File: src/rtl/rr_packet_router.sv
// Multi-flit packet router: NUM_IN inputs to NUM_OUT outputs, one round-robin
// arbiter with packet lock and a one-entry output register per output.
module rr_packet_router #(
    parameter int NUM_IN  = 4,
    parameter int NUM_OUT = 2,
    parameter int DATA_W  = 16,
    parameter int DEST_W  = 3,
    parameter int CNT_W   = 8
) (
    input  logic                              clk,
    input  logic                              rst,
    input  logic [NUM_IN-1:0]                 in_valid,
    output logic [NUM_IN-1:0]                 in_ready,
    input  logic [NUM_IN*DATA_W-1:0]          in_data,
    input  logic [NUM_IN*DEST_W-1:0]          in_dest,
    input  logic [NUM_IN-1:0]                 in_last,
    output logic [NUM_OUT-1:0]                out_valid,
    input  logic [NUM_OUT-1:0]                out_ready,
    output logic [NUM_OUT*DATA_W-1:0]         out_data,
    output logic [NUM_OUT-1:0]                out_last,
    output logic [NUM_OUT*$clog2(NUM_IN)-1:0] out_src,
    output logic [CNT_W-1:0]                  drop_cnt
);
    localparam int SRC_W = $clog2(NUM_IN);

    typedef enum logic {IDLE, LOCKED} arb_state_t;

    logic [NUM_IN-1:0] head;
    logic [NUM_IN-1:0] drop;
    logic [DEST_W-1:0] tgt [NUM_IN];
    arb_state_t        state [NUM_OUT];
    logic [SRC_W-1:0]  owner [NUM_OUT];
    logic [SRC_W-1:0]  ptr [NUM_OUT];

    logic [DEST_W-1:0] dest_now [NUM_IN];
    logic [NUM_IN-1:0] drop_now;
    logic [NUM_IN-1:0] xfer_in;
    logic [NUM_IN-1:0] drop_xfer;
    logic [NUM_IN-1:0] gnt [NUM_OUT];
    logic [SRC_W-1:0]  sel [NUM_OUT];
    logic [NUM_OUT-1:0] space;
    logic [NUM_OUT-1:0] xfer_out;

    function automatic logic [CNT_W-1:0] sat_add(input logic [CNT_W-1:0] a, input int n);
        int s;
        int mx;
        mx = (1 << CNT_W) - 1;
        s  = int'(a) + n;
        if (s > mx) s = mx;
        return CNT_W'(s);
    endfunction

    function automatic logic [SRC_W-1:0] next_ptr(input logic [SRC_W-1:0] p);
        int n;
        n = int'(p) + 1;
        if (n >= NUM_IN) n = 0;
        return SRC_W'(n);
    endfunction

    // Head flits take their destination live; body flits reuse the latched one.
    always_comb begin : route
        for (int i = 0; i < NUM_IN; i++) begin
            dest_now[i] = head[i] ? in_dest[i*DEST_W +: DEST_W] : tgt[i];
            drop_now[i] = head[i] ? (int'(in_dest[i*DEST_W +: DEST_W]) >= NUM_OUT) : drop[i];
        end
    end

    always_comb begin : arbitrate
        int               idx;
        logic [SRC_W-1:0] ib;
        logic             found;
        idx   = 0;
        ib    = '0;
        found = 1'b0;
        for (int o = 0; o < NUM_OUT; o++) begin
            gnt[o]   = '0;
            sel[o]   = '0;
            found    = 1'b0;
            space[o] = !out_valid[o] || out_ready[o];
            if (state[o] == LOCKED) begin
                gnt[o][owner[o]] = 1'b1;
                sel[o]           = owner[o];
            end else begin
                for (int k = 0; k < NUM_IN; k++) begin
                    idx = (int'(ptr[o]) + k) % NUM_IN;
                    ib  = SRC_W'(idx);
                    if (!found && in_valid[ib] && head[ib] && !drop_now[ib]
                        && int'(dest_now[ib]) == o) begin
                        gnt[o][ib] = 1'b1;
                        sel[o]     = ib;
                        found      = 1'b1;
                    end
                end
            end
            xfer_out[o] = !rst && space[o] && |(gnt[o] & in_valid);
        end
    end

    always_comb begin : handshake
        in_ready = '0;
        for (int i = 0; i < NUM_IN; i++) begin
            in_ready[i] = drop_now[i];
            for (int o = 0; o < NUM_OUT; o++) begin
                in_ready[i] = in_ready[i] | (gnt[o][i] & space[o]);
            end
        end
        if (rst) in_ready = '0;
        xfer_in   = in_valid & in_ready;
        drop_xfer = xfer_in & drop_now;
    end

    // Stage boundary: input transfer -> output register, one cycle.
    always_ff @(posedge clk) begin
        if (rst) begin
            head      <= '1;
            drop      <= '0;
            out_valid <= '0;
            out_data  <= '0;
            out_last  <= '0;
            out_src   <= '0;
            drop_cnt  <= '0;
            for (int i = 0; i < NUM_IN; i++) tgt[i] <= '0;
            for (int o = 0; o < NUM_OUT; o++) begin
                state[o] <= IDLE;
                owner[o] <= '0;
                ptr[o]   <= '0;
            end
        end else begin
            for (int i = 0; i < NUM_IN; i++) begin
                if (xfer_in[i]) begin
                    head[i] <= in_last[i];
                    drop[i] <= drop_now[i] & !in_last[i];
                    tgt[i]  <= dest_now[i];
                end
            end
            drop_cnt <= sat_add(drop_cnt, $countones(drop_xfer));
            for (int o = 0; o < NUM_OUT; o++) begin
                if (xfer_out[o]) begin
                    out_valid[o]                  <= 1'b1;
                    out_data[o*DATA_W +: DATA_W]  <= in_data[sel[o]*DATA_W +: DATA_W];
                    out_last[o]                   <= in_last[sel[o]];
                    out_src[o*SRC_W +: SRC_W]     <= sel[o];
                    if (in_last[sel[o]]) begin
                        state[o] <= IDLE;
                        ptr[o]   <= next_ptr(sel[o]);
                    end else begin
                        state[o] <= LOCKED;
                        owner[o] <= sel[o];
                    end
                end else if (out_ready[o]) begin
                    out_valid[o] <= 1'b0;
                end
            end
        end
    end
endmodule

File: config.mk
export PLATFORM = sky130hd
export DESIGN_NAME = rr_packet_router
export DESIGN_NICKNAME = d
export VERILOG_FILES = /design/src/rtl/rr_packet_router.sv
export SDC_FILE = /design/constraint.sdc
export NUM_CORES = 1
export LEC_CHECK = 0
export ABC_AREA = 1
export CAP_MARGIN = 25
export CORE_ASPECT_RATIO = 2
export CORE_UTILIZATION = 56
export DETAILED_ROUTE_END_ITERATION = 8
export GPL_ROUTABILITY_DRIVEN = 0
export GPL_TIMING_DRIVEN = 1
export HOLD_SLACK_MARGIN = 0.06
export PLACE_DENSITY = 0.95
export SLEW_MARGIN = 10
export SYNTH_ARGS = -nofsm -noshare
export SYNTH_HDL_FRONTEND = slang
export SYNTH_SLANG_ARGS = --single-unit
File: constraint.sdc
create_clock -name clk -period 7.4 [get_ports clk]
set_clock_uncertainty 0.1 [all_clocks]
set_input_delay 0.74 -clock clk [delete_from_list [all_inputs] [get_ports clk]]
set_output_delay 0.74 -clock clk [all_outputs]
set_load 0.05 [all_outputs]
# [Word level (Yosys, flattened, before mapping)]
# Memory sizes are Yosys's and may differ from the RTL's.
# Cells that the tools add are included.
[op_classes] addsub=12 magnitude_cmp=37 n_eq_ne=4 shifts=2 n_mux=198 n_bitwise=50 reduce_logical=75
[ops] cell="64-bit by 7-bit indexed part select with 16-bit output" count=2
[ops] cell="1-bit two-way mux" count=90
[ops] cell="3-bit two-way mux" count=24
[ops] cell="4-bit two-way mux" count=17
[ops] cell="1-bit binary-select mux with 2-bit select" count=26
[ops] cell="3-bit binary-select mux with 2-bit select" count=8
[ops] cell="1-bit logical AND" count=44
[ops] cell="2-bit two-way mux" count=22
[ops] cell="2-bit by 3-bit < comparator with 1-bit output, second input constant" count=12
[ops] cell="3-bit greater-or-equal comparator, second input constant" count=10
[ops] cell="2-bit inverter with 3-bit output" count=8
[ops] cell="4-bit OR" count=6
[ops] cell="1-bit logical NOT" count=21
[ops] cell="1-bit demux with 2-bit select" count=10
[ops] cell="2-bit by 1-bit greater-or-equal comparator with 1-bit output, second input constant" count=10
[ops] cell="1-bit OR" count=20
[ops] cell="4-bit bitwise AND" count=4
[ops] cell="1-bit bitwise AND" count=12
[ops] cell="3-bit by 2-bit == test with 1-bit output, second input constant" count=4
[ops] cell="3-bit by 2-bit greater-or-equal comparator with 1-bit output, second input constant" count=4
[ops] cell="3-bit logical NOT" count=4
[ops] cell="8-bit by 3-bit adder with 9-bit output" count=1
[ops] cell="9-bit by 8-bit greater-than comparator with 1-bit output, second input constant" count=1
[ops] cell="2-bit adder, second input constant" count=4
[ops] cell="8 further kinds" count=14
[word_totals] ff_bits=56 mem_bits_rw=22 input_bits=88 output_inout_bits=52 word_cells=399 memories=4
[mem_list] memory="tgt" depth=4 word_bits=3 rd=4 rd_clocked_by_memory_dff=0 wr=4 line_no="30" rtl="logic [DEST_W-1:0] tgt [NUM_IN];"
[mem_list] memory="owner" depth=2 word_bits=2 rd=2 rd_clocked_by_memory_dff=0 wr=2 line_no="32" rtl="logic [SRC_W-1:0] owner [NUM_OUT];"
[mem_list] memory="ptr" depth=2 word_bits=2 rd=2 rd_clocked_by_memory_dff=0 wr=2 line_no="33" rtl="logic [SRC_W-1:0] ptr [NUM_OUT];"
[mem_list] memory="state" depth=2 word_bits=1 rd=2 rd_clocked_by_memory_dff=0 wr=2 line_no="31" rtl="arb_state_t state [NUM_OUT];"

# [Longest topological paths before layout]
# Gate-level depths: netlist (run 1).
[logic_depth] word_depth=41 ltp_mapped=31 mapped_depth_nobuf=30

# [Least setup slack after synthesis (run 1)]
# No wires, ideal clock.
[synth_path] kind="reg2reg" startpoint="memory ptr[0][2] (netlist name)" endpoint="register drop_cnt[3]" t_arrival_ps=4977 path_slack_ps=2208 stages_incl_launch_ff=28 path_buffers=1 period_less_slack_ps=5192 cell_sequence="edfxtp_1 > inv_1 > buf_2 > ha_1 > inv_1 > nand3_1 > nor2_1 > nand3_1 > a21oi_1 > nand2_1 > inv_2 > nand2_1 > nand3_1 > nand3_1 > o211ai_1 > nand2_1 > inv_2 > nand2_1 > fa_1 > inv_1 > fa_1 > fa_1 > nand4_1 > nor2_1 > nand2_1 > inv_1 > o21ai_0 > inv_1"
[synth_rtl] item="start, declared" line_no="33"
[synth_rtl] item="end signal, assigned" line_no="136" rtl="drop_cnt <= sat_add(drop_cnt, $countones(drop_xfer));"
[synth_rtl] item="end, declared" line_no="22" rtl="output logic [CNT_W-1:0] drop_cnt"

==> metrics.txt, run 1 <==
outcome finished, final reports clean; synth warn 0; syn_nets 1122; synthesized cell area around 0.0064 mm2; CTS buffer count 9; filler-free cell count of the finished design around 1.3k; fin crit period between 5 and 6 ns; Reg2Reg Launch Point ptr[0][2]$_SDFFCE_PP0P_; MaxCap Viol Count 0; most frequent cells in the layout nand2_1 (323), clkdlybuf4s50_1 (139), nand3_1 (95), nor2_1 (84), o21ai_0 (83); # IOs 140; worst hold start out_data[22]$_SDFFE_PP0P_; RSZ-0062 raised after global routing false; Hold Crit Depth 2; syn avg cell area around 6.3 um2; VDD IR max 278 uV; max incr delay on CP 0.99 ns; worst min path class register to register; slowest library cell on the worst path edfxtp_1; Vert. Die Dim roughly 150 um; clk buf depth 2; Die Wd 77.3 um; #FFs+latches synth a little under 80; worst path buffer plus inverter count 7; largest net degree at the start of global routing 58; Clock transition at path regs 0.06 ns; leak pwr around 3.6 nW; WP data required roughly 7.5 ns; Setup Buffers After CTS 0; initial antenna violation count 0; CTS sink count 78; Final Hold Viols 0; Area growth syn-to-layout 24.3%; Peak Freq roughly 0.17 GHz; port buffer count 139; hpwl dp ~15000 um; CP startpoint kind register; Initial Util 58.0%; Worst path top cell family by delay adder cells; Tot GR Track Use between 30% and 40%; # fillers ~920; commonest non-fill, non-tap cell in the layout nand2_1; DR vias between 7k and 8k; CTS tree yes; placement row count 54; Starting DRT DRC Count 477; CP Launch Point ptr[0][2]$_SDFFCE_PP0P_; ant diodes 0; Syn Inst Count 1012; Final Max Slew Viols 0; core area 0.0109 mm2; Skew-Pair Late Insertion Delay roughly 0.33 ns; CTS H-tree depth 3; Nets approximately 1.2k; Netlist cell types 42; critical path type register to register; register area share after synthesis between 20% and 30%; Worst Path Max Fanout 34; layout cell share with drive strength beyond 1 8.83%; 1st-pass router iterations 5; CTS Hold Bufs 0; period utilisation layout 80.6%; vias in the first global route just under 7k; GR Overflow Total 0; first-pass GRT wire length around 31000 um; Routed Wire Length ~20000 um; Resize count post-CTS 0; WL/cell around 16 um; CP endpoint kind register; Levels on crit path 26; post-route antenna net violation count 0; Pwr Density roughly 360 mW/mm2; Least-Margin Pin Slew a little under 1 ns; die area about 0.012 mm2; fin util between 70 and 80%; Final TNS setup 0 ns; routed vias/inst roughly 5.7; CTS root buffer clkbuf_16; Remaining DRCs 0; Reg2Reg Depth 26; Slew headroom a little over a third; CP arrival a little over 6 ns; number of placed cells counting well taps between 1k and 1.5k; Setup Viol. Count Final 0
## synthesized netlist by cell type, drive strengths merged
| cell type | instances | share of area, % |
|---|---|---|
| clkinv | 1 | 0.079 |
| o21ai | 114 | 9.3 |
| clkbuf | 10 | 0.59 |
| inv | 101 | 6.2 |
| fa | 3 | 0.95 |
| nor3 | 2 | 0.16 |
| dfxtp | 57 | 18 |
| xnor2 | 3 | 0.41 |
| mux2i | 1 | 0.16 |
| a21boi | 1 | 0.12 |
| nand2 | 358 | 23 |
| a211oi | 1 | 0.12 |
| o22ai | 6 | 0.59 |
| o211ai | 17 | 2.0 |
| o21a | 1 | 0.14 |
| a21oi | 49 | 4.1 |
| nor2 | 92 | 5.9 |
| nand4 | 12 | 1.2 |
| nand3 | 99 | 8.1 |
| xor2 | 1 | 0.14 |
| edfxtp | 21 | 9.9 |
| nand3b | 2 | 0.30 |
| buf | 39 | 4.7 |
| a21o | 1 | 0.12 |
| o21bai | 1 | 0.30 |
| ha | 19 | 3.7 |
## tightest hold or removal path: cells and delay by family (launching register included)
family / cells / cell delay (ns)
AO/OA/AOI/OAI: 1 / 0.05
flip-flops: 1 / 0.31
AND/OR/NAND/NOR: 1 / 0.06
## worst paths after layout
| kind | slack (ns) | to |
|---|---|---|
| setup / recovery | 1.44 | drop_cnt[3]$_SDFF_PP0_ |
| hold / removal | 0.36 | out_data[22]$_SDFFE_PP0P_ |
| setup reg to reg | 1.44 | drop_cnt[3]$_SDFF_PP0_ |
| hold reg to reg | 0.36 | out_data[22]$_SDFFE_PP0P_ |
## per-layer routing
| layer | track usage, % | vias up | routed length (um) |
|---|---|---|---|
| met5 | 0 | - | 0 |
| met4 | 28.8 | 0 | 1710 |
| met1 | 31.2 | 3215 | 6450 |
| met3 | 4.73 | 122 | 1220 |
| li1 | - | 3501 | - |
| met2 | 62.5 | 377 | 10500 |
## power by group
group | internal, W | leakage, nW | switching, W
combinational | 0.000533 | 2.79 | 0.00119
sequential | 0.000565 | 0.687 | 0.000105
clock | 0.000258 | 0.133 | 0.000175
total | 0.00136 | 3.61 | 0.00147
## registers in the layout, summed over array words and instances, names as in the netlist
register   cells
drop           4
drop_cnt       8
head           4
out_data      32
out_last       2
out_src        4
out_valid      2
owner          4
ptr            4
state          2
tgt           12
## final cells by class
cell class | instances | area, um2 | share of cell area (%)
multi-input combinational | 783 | 3840 | 48.7
clock buffer | 9 | 225 | 2.85
tap | 140 | 175 | 2.22
sequential | 78 | 1770 | 22.4
inverter | 102 | 399 | 5.06
clock inverter | 7 | 65.1 | 0.824
timing repair buffer | 142 | 1410 | 17.9
## logic make-up after synthesis
group | synth area share [%]
AOI/OAI and AO/OA | 16.8
xor gates and xnor gates | 0.552
adders and majority gates | 4.69
buffers and inverters | 11.6
DFF | 27.9
muxes | 0.158
and+or+nand+nor | 38.3
## through the flow
step	worst slack [ns]	total power, W	area [um2]	hold WS, ns
final	1.44	0.00283	7890	0.364
after global routing	0.992	0.00300	7890	0.381
after CTS	1.53	0.00280	7890	0.363
after detailed placement	1.54	0.00237	7600	0.354
after global placement	1.76	0.00233	7600	0.353
after floorplan	2.21	0.00194	6350	0.341
(Power assumes the default switching activity.)
==> run 2: changes to the inputs <==
--- a/config.mk
+++ b/config.mk
@@ -8,12 +8,12 @@
 export ABC_AREA = 1
 export CAP_MARGIN = 25
 export CORE_ASPECT_RATIO = 2
-export CORE_UTILIZATION = 56
+export CORE_UTILIZATION = 47
 export DETAILED_ROUTE_END_ITERATION = 8
 export GPL_ROUTABILITY_DRIVEN = 0
 export GPL_TIMING_DRIVEN = 1
 export HOLD_SLACK_MARGIN = 0.06
-export PLACE_DENSITY = 0.95
+export PLACE_DENSITY = 0.86
 export SLEW_MARGIN = 10
 export SYNTH_ARGS = -nofsm -noshare
 export SYNTH_HDL_FRONTEND = slang
==> constraint.sdc (replaced) <==
create_clock -name clk -period 5.05 [get_ports clk]
set_clock_uncertainty 0.1 [all_clocks]
set_input_delay 0.505 -clock clk [delete_from_list [all_inputs] [get_ports clk]]
set_output_delay 0.505 -clock clk [all_outputs]
set_load 0.05 [all_outputs]
==> run 2 against run 1 <==
Effect of this change:
- the run now ends with design-rule violations left
- design area up 3.2%
- critical path depth down 1
- hold slack better by 0.00072 ns
- largest power group unchanged
- utilization down 9.8 points
- sequential power up 42%
- largest cell class unchanged
- sequential cell count unchanged
==> metrics.txt, run 2 (synthesis results as in run 1) <==
most frequent cells in the layout nand2_1 (321), clkdlybuf4s50_1 (138), nand3_1 (95), nor2_1 (84), o21ai_0 (82); period utilisation layout 95.0% (+14 points); GR Overflow Total 0 (unchanged); worst setup margin 0.250 ns (-1.19 ns); Remaining DRCs 11 (+11); vias in the first global route 6988 (+1.2%); Vert. Die Dim 166 um (+9.0%); worst hold start out_data[16]$_SDFFE_PP0P_; Flop pwr share 22.4% (-1.3 points); CP endpoint kind register; worst min path class register to register; sw power 0.00217 W (+48%); DR vias 7260 (+0.62%); port buffer count 139 (unchanged); outcome finished, violations left; CTS sink count 78 (unchanged); leak pwr 3.76 nW (+4.2%); Final Cell Area 0.00815 mm2 (+3.2%); Setup Viol. Count Final 0 (unchanged); fin crit period 4.80 ns (-1.16 ns); Tot GR Track Use 30.4% (-3.3 points); die area 0.0140 mm2 (+19%); 1st-pass router iterations 9 (+4); CTS Hold Bufs 0 (unchanged); CP arrival 4.93 ns (-1.16 ns); Min Hold Slack 0.365 ns (+0.000716 ns); Top reg by flops out_data; MaxCap Viol Count 0 (unchanged); pre-CTS setup slack 0.0135 ns (-1.52 ns); Internal 0.00207 W (+53%); CTS root buffer clkbuf_16; Least-Margin Pin Slew 0.831 ns (-0.143 ns); Largest register FFs 32 (unchanged); global routing's busiest layer met2; CTS H-tree depth 3 (unchanged); Peak Freq 0.208 GHz (+24%); Routed Wire Length 21000 um (+5.9%); Starting DRT DRC Count 616 (+29%); fin util 62.3% (-9.8 points); Clock transition at path regs 0.07 ns (about the same); M1 GR Usage 28.8% (-2.4 points); critical path type register to register; Clock power frac 16.0% (+0.7 points); Skew-Pair Late Insertion Delay 0.34 ns (about the same); grt met2 use 56.6% (-5.9 points); core area 0.0131 mm2 (+19%); part of the power in combinational logic 61.6% (+0.6 points); # IOs 140 (unchanged); biggest regs out_data (32), tgt (12), drop_cnt (8); sw frac 51.2% (-0.84 points); Worst Path Max Fanout 28 (-18%); ant diodes 0 (unchanged); Initial Util 48.6% (-9.4 points); WP data required 5.18 ns (-2.35 ns); Final Hold Viols 0 (unchanged); clk buf depth 2 (unchanged); Pwr Density 521 mW/mm2 (+46%); Slew headroom 44.4% (+9.4 points); routed vias/inst 5.60 (-2.2%); total power 0.00425 W (+50%); Final Max Slew Viols 0 (unchanged); VDD IR max 281 uV (+0.93%); largest net degree at the start of global routing 46 (-21%); commonest non-fill, non-tap cell in the layout nand2_1; Nets 1250 (+2.0%); WL/cell 16.2 um (+2.9%); CTS tree yes; placement row count 59 (+9.3%); first-pass GRT wire length 33600 um (+6.9%); CP Launch Point ptr[0][2]$_SDFFCE_PP0P_; Die Wd 84.2 um (+8.9%); CTS buffer count 9 (unchanged); initial antenna violation count 0 (unchanged); Reg2Reg Launch Point ptr[0][2]$_SDFFCE_PP0P_; post-route antenna net violation count 0 (unchanged); layout cell share with drive strength beyond 1 11.4% (+2.6 points); grt met3 use 6.05% (+1.3 points); CP startpoint kind register; Area growth syn-to-layout 28.2%; hpwl dp 15700 um (+3.7%); failing checks design-rule violations; placed inst area 0.00779 mm2 (+2.4%)
run 2: per-stage QoR:
step	TNS (ns)	std cells
2_1_floorplan	0	1012
3_3_place_gp	0	1279
3_5_place_dp	0	1279
4_1_cts	0	1295
5_1_grt	-0.00478	1297
6_report	0	1297
run 2: area by class of cell:
| cell class | count | area (um2) |
|---|---|---|
| fillers | 1192 | 4920 |
| flip-flops and latches | 78 | 1770 |
| clock inverters | 3 | 22.5 |
| repair buffers | 166 | 1600 |
| inverters | 102 | 399 |
| well taps | 152 | 190 |
| clock buffers | 13 | 293 |
| multi-input cells | 783 | 3870 |
run 2: worst paths after layout:
kind | endpoint | slack (ns) | depth (start not counted)
worst min-delay path | out_data[16]$_SDFFE_PP0P_ | 0.37 | 2
worst max-delay path | drop_cnt[3]$_SDFF_PP0_ | 0.25 | 25
worst min register to register | out_data[16]$_SDFFE_PP0P_ | 0.37 | 2
worst max register to register | drop_cnt[3]$_SDFF_PP0_ | 0.25 | 25
run 2: layer usage:
layer  share of wire [%]  wire length (um)
met1                  33              7010
met2                  53             11200
met3                 6.1              1280
met4                 7.2              1520
met5                   0                 0
run 2: power by group through the flow:
stage	Combinational [W]	Clock [W]	Sequential (W)
2_1_floorplan	0.00148	0	0.00136
3_3_place_gp	0.00254	0	0.000960
3_5_place_dp	0.00257	0	0.000964
4_1_cts	0.00259	0.000682	0.000953
5_1_grt	0.00285	0.000707	0.000972
6_report	0.00262	0.000678	0.000953
run 2: timing repair:
| item | in CTS | in global routing |
|---|---|---|
| endpoints found under the hold margin | 0 | 0 |
| resized for setup | 0 | 11 |
| setup buffers | 0 | 2 |
| setup endpoints to repair | 0 | 3 |
run 2: worst max-delay path, stage by stage (launching register included):
cell and delay [ns]:
edfxtp_1 0.50, buf_4 0.19, buf_4 0.21, o21ai_0 0.21, nand3_1 0.10, nor2_1 0.19, nand2_1 0.16, nand2_4 0.18
nand2_1 0.07, nand2_1 0.07, nand3b_1 0.13, nand2_1 0.06, nand2_1 0.08, nand2_1 0.13, o211ai_1 0.16, nand3_1 0.13
fa_1 0.50, inv_1 0.05, fa_1 0.45, fa_1 0.40, nand4_1 0.12, nor2_1 0.08, nand2_1 0.12, inv_1 0.08
o21ai_0 0.15, inv_1 0.05
